### src/rtl/engine_pkg.sv
// rtl/engine_pkg.sv - shared widths, FSM encoding and slot-to-bit mapping for the instruction engine
package engine_pkg;

    localparam int INSTR_WIDTH     = 8;
    localparam int LINE_WIDTH      = 256;
    localparam int INSTRS_PER_LINE = 32;

    typedef enum logic {
        FILL  = 1'b0,
        WRITE = 1'b1
    } state_t;

    // Slot 0 sits in the most significant byte; the read side uses the same mapping.
    function automatic int slot_lsb(input int k);
        return LINE_WIDTH - INSTR_WIDTH * (k + 1);
    endfunction

endpackage

### src/rtl/instruction_packer.sv
// rtl/instruction_packer.sv - packs 32 instruction bytes into one 256-bit RAM line with flush and ack handshake
module instruction_packer
    import engine_pkg::*;
#(
    parameter int                     ADDR_WIDTH = 8,
    parameter logic [INSTR_WIDTH-1:0] PAD_INSTR  = 8'h00
) (
    input  logic                   clk,
    input  logic                   Reset,
    input  logic [INSTR_WIDTH-1:0] inst_in,
    input  logic                   inst_valid,
    output logic                   inst_ready,
    input  logic                   flush,
    output logic [LINE_WIDTH-1:0]  dataBus,
    output logic [ADDR_WIDTH-1:0]  ram_address,
    output logic                   ram_write,
    input  logic                   ram_ack,
    output logic [4:0]             slot_count,
    output logic [ADDR_WIDTH-1:0]  lines_written
);

    localparam logic [4:0] LAST_SLOT = 5'(INSTRS_PER_LINE - 1);

    state_t                 state;
    state_t                 state_next;
    logic [INSTR_WIDTH-1:0] slots [INSTRS_PER_LINE];
    logic                   accept;

    assign inst_ready = (state == FILL) && !Reset;
    assign accept     = inst_valid && inst_ready;
    assign ram_write  = (state == WRITE);

    for (genvar k = 0; k < INSTRS_PER_LINE; k++) begin : g_slot
        assign dataBus[slot_lsb(k) +: INSTR_WIDTH] = slots[k];
    end

    always_comb begin
        state_next = state;
        case (state)
            FILL: begin
                // A byte arriving with flush is stored first, so the line is never empty.
                if (accept && (slot_count == LAST_SLOT || flush)) begin
                    state_next = WRITE;
                end else if (flush && slot_count != 5'd0) begin
                    state_next = WRITE;
                end
            end
            WRITE: begin
                if (ram_ack) begin
                    state_next = FILL;
                end
            end
            default: state_next = FILL;
        endcase
    end

    always_ff @(posedge clk or posedge Reset) begin
        if (Reset) begin
            state         <= FILL;
            slot_count    <= '0;
            ram_address   <= '0;
            lines_written <= '0;
            for (int k = 0; k < INSTRS_PER_LINE; k++) begin
                slots[k] <= PAD_INSTR;
            end
        end else begin
            state <= state_next;
            if (accept) begin
                slots[slot_count] <= inst_in;
                slot_count        <= slot_count + 5'd1;
            end
            if (state == WRITE && ram_ack) begin
                ram_address   <= ram_address + ADDR_WIDTH'(1);
                lines_written <= lines_written + ADDR_WIDTH'(1);
                slot_count    <= '0;
                for (int k = 0; k < INSTRS_PER_LINE; k++) begin
                    slots[k] <= PAD_INSTR;
                end
            end
        end
    end

endmodule

### config.mk
export PLATFORM = sky130hd
export DESIGN_NAME = instruction_packer
export DESIGN_NICKNAME = d
export VERILOG_FILES = /design/src/rtl/engine_pkg.sv /design/src/rtl/instruction_packer.sv
export SDC_FILE = /design/constraint.sdc
export NUM_CORES = 1
export LEC_CHECK = 0
export CAP_MARGIN = 20
export CELL_PAD_IN_SITES_DETAIL_PLACEMENT = 1
export CELL_PAD_IN_SITES_GLOBAL_PLACEMENT = 2
export CORE_ASPECT_RATIO = 2
export CORE_MARGIN = 2
export CORE_UTILIZATION = 39
export DETAILED_ROUTE_END_ITERATION = 10
export DONT_BUFFER_PORTS = 1
export PLACE_DENSITY = 0.86
export SLEW_MARGIN = 20
export SYNTH_ARGS = -nofsm -noshare
export SYNTH_HDL_FRONTEND = slang
export SYNTH_SLANG_ARGS = --single-unit
### constraint.sdc
create_clock -name clk -period 11.4 [get_ports clk]
set_clock_uncertainty 0.2 [all_clocks]
set_input_delay 1.14 -clock clk [delete_from_list [all_inputs] [get_ports clk]]
set_output_delay 1.14 -clock clk [all_outputs]
set_load 0.05 [all_outputs]
== Word-level counts from Yosys, hierarchy flattened ==
Cells that the tools add are included.

* Logic and storage cells: 65
* Register bits: 278
* Output and inout port bits: 279
* Bits of input ports: 13

* Equality and inequality tests: 1
* Add/subtract/negate cells: 3
* Order comparisons: 2
* Bitwise logic cells: 2
* Mux-type cells: 11
* Reductions and logical operators: 10

{| class="wikitable"
|+ Operators with widths
! kind !! count
|-
| $mux W256 || 2
|-
| $bwmux W256 || 1
|-
| $demux W8 S5 || 1
|-
| $add A8 B1 Y8 const B || 2
|-
| $mux W5 || 2
|-
| $mux W8 || 1
|-
| $ge A6 B6 Y1 const B || 1
|-
| $logic_and A1 B1 Y1 || 6
|-
| $lt A6 B1 Y1 const B || 1
|-
| $not A5 Y6 || 1
|-
| $add A5 B1 Y5 const B || 1
|-
| $eq A5 B5 Y1 const B || 1
|-
| $reduce_bool A5 Y1 || 1
|-
| $mux W1 || 3
|-
| $pmux W1 S2 || 1
|-
| $reduce_bool A2 Y1 || 1
|-
| $logic_not A1 Y1 || 1
|-
| $logic_or A1 B1 Y1 || 1
|-
| $not A1 Y1 || 1
|}

== Longest topological paths before layout ==
* Depth in word-level cells: 8
* Gate-level depth with buffers: 7
* Depth with buffers taken out: 6

== Worst setup path after synthesis ==
Ideal clock, no wire load.

* Path kind: input-to-reg
* Start: in Reset
* End: reg state, in the netlist ram_write
* Setup time: 93 ps
* Slack: 3437 ps
* Arrival: 7670 ps
* Buffers on the path: 1
* Required time: 11107 ps
* Stages on the path: 4
* Cells stage by stage: buf_2 -> inv_1 -> a31oi_1 -> a21oi_1

* Cells in the longest elaborated chain, start to end: 6

{| class="wikitable"
|+ RTL lines
! what !! line !! text
|-
| start, declared || instruction_packer.sv:9 || <nowiki>input logic Reset,</nowiki>
|-
| $logic_not A1 Y1 (no line) || -- ||
|-
| $logic_and A1 B1 Y1 || instruction_packer.sv:29 || <nowiki>assign inst_ready = (state == FILL) && !Reset;</nowiki>
|-
| $logic_and A1 B1 Y1 || instruction_packer.sv:30 || <nowiki>assign accept = inst_valid && inst_ready;</nowiki>
|-
| $logic_and A1 B1 Y1 || instruction_packer.sv:42 || <nowiki>if (accept && (slot_count == LAST_SLOT || flush)) begin</nowiki>
|-
| $mux W1 || instruction_packer.sv:42 ||
|-
| $pmux W1 S2 || instruction_packer.sv:39 || <nowiki>case (state)</nowiki>
|-
| named net state_next || instruction_packer.sv:25 || <nowiki>state_t state_next;</nowiki>
|-
| end signal, assigned || instruction_packer.sv:67 || <nowiki>state <= state_next;</nowiki>
|-
| end, declared || instruction_packer.sv:24 || <nowiki>state_t state;</nowiki>
|}

The timed path passes the listed nets, and every way through them passes these cells.
A chain may end at the register's enable or synchronous reset.

== Worst setup path after layout ==
* Start: reg state, in the netlist ram_write
* End: out inst_ready

* Cells in the longest elaborated chain, start to end: 2

{| class="wikitable"
|+ RTL lines
! what !! line !! text
|-
| $not A1 Y1 || -- ||
|-
| $logic_and A1 B1 Y1 || instruction_packer.sv:29 ||
|-
| end, declared || instruction_packer.sv:12 || <nowiki>output logic inst_ready,</nowiki>
|}

Every way passes these cells.

==> flow_metrics.py <==
metrics = {
    "place": {
        "placedCellCount": 1423,
        "place_ws_ns": 7.85,
        "io_buffers": 0,
        "dp_hpwl_microns": 25800,
        "gp_congestion": 0.828,
    },
    "synth": {
        "netlist.top_cell.by_area": "dfrtp_1",
        "synth_edf_count": 0,
        "yosys.cell_types.count": 37,
        "synth_area_sq_um": 11800,
        "synth-async-reset-ratio_pct": 100,
        "synthTopCellsByArea": "dfrtp_1 59%, o21ai_0 8.3%, nand3_1 5.3%",
        "yosysMostFrequentCell": "dfrtp_1",
        "yosysTopAreaCellShare_pct": 58.9,
        "ys_seq_area_share_pct": 58.9,
        "syn_area_per_cell_sq_um": 10.2,
        "syn_inst": 1160,
        "yosys_warnings": 0,
        "synth_commonest_cells": "278 x dfrtp_1, 197 x o21ai_0, 125 x nand3_1, 121 x nand2_1, 90 x a21oi_1",
        "ys_ff_latch": 278,
        "synth-main-ff-cell": "dfrtp_1",
        "syn-num-nets": 1180,
    },
    "floorplan": {
        "dieArea_sq_um": 31800,
        "start_util_pct": 39.4,
        "die_h_microns": 250,
        "num_io_pins": 292,
        "num_rows": 90,
        "design.core.area_sq_um": 30000,
        "die_w_microns": 127,
    },
    "detailed_routing": {
        "drc": 0,
        "vias_per_cell": 6.30,
        "drtPass1Iterations": 5,
        "routed-via-count": 9238,
        "wirelength_microns": 41400,
        "ant_nets": 0,
        "wl_per_cell_microns": 28.2,
        "drtIter0Drc": 630,
    },
    "critical_path": {
        "reg2reg_slack_ns": 8.21,
        "r2r-end": "dataBus[10]",
        "critPathLaunchType": "flop",
        "critPathMaxFanout": 13,
        "r2r-start": "slot_count[1]",
        "cp.arrival_ns": 1.96,
        "cp.required_ns": 10.06,
        "cp-end-kind": "primary output",
        "crit_type": "reg2out",
        "ff2ff_path_depth": 4,
    },
    "clock_tree": {
        "clkTransAtPathRegs_ns": 0.07,
        "hold_buffers": 0,
        "cts-root-buf": "clkbuf_16",
        "worstSkewPairLatency_ns": 0.53,
        "numClockSinks": 278,
        "cts_buffer_depth": 3,
        "post_cts_resized": 0,
        "postCtsSetupBuffers": 0,
        "cts_tree": "built",
        "htree_num_levels": 1,
        "cts_buffers": 25,
    },
    "timing": {
        "setup_violations": 0,
        "setup_tns_ns": 0,
        "fin_hold_ws_ns": 0.416,
        "slew_headroom_pct": 23.8,
        "fmax_ghz": 0.303,
        "final-hold-violation-count": 0,
        "setup_slack_ns": 8.10,
        "slew_violations": 0,
        "fin_crit_sh_pct": 28.9,
        "rsz0062_at_grt": "no",
        "post-route-min-period_ns": 3.30,
        "max_slew.worst_pin.slew_ns": 1.14,
    },
    "finish": {
        "drive_gt1_share_pct": 6.65,
        "final_cells": 1466,
        "nets": 1102,
        "n_antenna_cell": 0,
        "nFillCells": 3296,
        "area_growth_pct": 8.52,
    },
    "grt": {
        "grt_pass1_wl_microns": 63200,
        "grt_remaining_overflow": 0,
        "grt_pass1_vias": 9873,
        "antenna_found_initial": 0,
        "grt_use_total_pct": 25.7,
        "grt_max_degree": 151,
    },
    "power": {
        "p_per_area_nw_per_um2": 191,
        "ir_worst_vdd_mv": 0.0978,
        "power.leakage_nw": 5.75,
    },
    "status": {
        "status": "completed",
    },
    "run": {
        "cap_violations": 0,
    },
    "hold_path": {
        "holdCritPathClass": "in2async",
    },
}
worst max-delay path, stage by stage (launching register included):
cell	delay, ns
dfrtp_1	0.40
buf_4	0.25
nor2_1	0.78
state kept, by name, indices dropped and copies added, names as in the netlist:
register       flops
dataBus          256
lines_written      8
ram_address        8
slot_count         5
ram_write          1
through the flow:
stage                     total power, mW  util (%)  area [sq um]
after floorplan                      1.48         -         11800
after global placement               1.57      40.0         12000
after detailed placement             1.59      40.0         12000
after CTS                            2.47      42.8         12800
after global routing                 2.54      42.8         12800
final                                2.45      42.8         12800
worst max-delay path by stage:
stage / startpoint / to / slack (ns) / depth (start not counted)
after floorplan: Reset / dataBus[0] / 2.17 / 2
after global placement: ram_ack / dataBus[33] / 8.01 / 4
after detailed placement: ram_ack / dataBus[204] / 7.85 / 4
after CTS: ram_write / inst_ready / 8.08 / 2
after global routing: slot_count[4] / dataBus[36] / 7.97 / 3
final: ram_write / inst_ready / 8.10 / 2
routing by layer:
| layer | up-vias | global-route usage, % | share of wire, % |
|---|---|---|---|
| met2 | 361 | 42.4 | 49 |
| li1 | 3935 | - | - |
| met5 | - | 0 | 0 |
| met3 | 83 | 8.27 | 8.8 |
| met4 | 0 | 9.48 | 3.3 |
| met1 | 4859 | 31.5 | 39 |
cell families (layout without fill, tap and decap cells):
| family | after synthesis | after routing | share of synthesized area (%) |
|---|---|---|---|
| buffers and inverters | 130 | 68 | 4.61 |
| and+or+nand+nor | 298 | 298 | 12.2 |
| AOI/OAI and AO/OA | 374 | 374 | 17.5 |
| xor gates and xnor gates | 16 | 16 | 1.19 |
| muxes | 57 | 57 | 4.83 |
| DFF | 278 | 278 | 58.9 |
| adders and majority gates | 7 | 7 | 0.741 |
cells in the final DEF, fill, tap and decap left out, types with 6 or more instances in the layout:
master,instances
a21oi_1,90
buf_4,19
clkbuf_1,6
clkbuf_16,25
dfrtp_1,278
ha_1,7
mux2i_1,57
nand2_1,120
nand3_1,125
nand4_1,6
nor2_1,9
o211ai_1,80
o21ai_0,197
o21ai_1,6
xnor2_1,10
xor2_1,6
power breakdown:
part	internal (mW)	switching [mW]
Clock	0.498	0.380
Sequential	1.03	0.210
Combinational	0.0708	0.259
Total	1.60	0.849
cell type report:
cell class | count | area, sq um | area share (%)
Clock buffer | 35 | 703 | 5.48
Clock inverter | 8 | 124 | 0.966
Inverter | 6 | 35.0 | 0.273
Multi-Input combinational cell | 752 | 4400 | 34.3
Sequential cell | 278 | 6960 | 54.2
Tap cell | 368 | 460 | 3.59
Timing Repair Buffer | 19 | 143 | 1.11
Note: power is estimated with default switching activity, not from simulation.
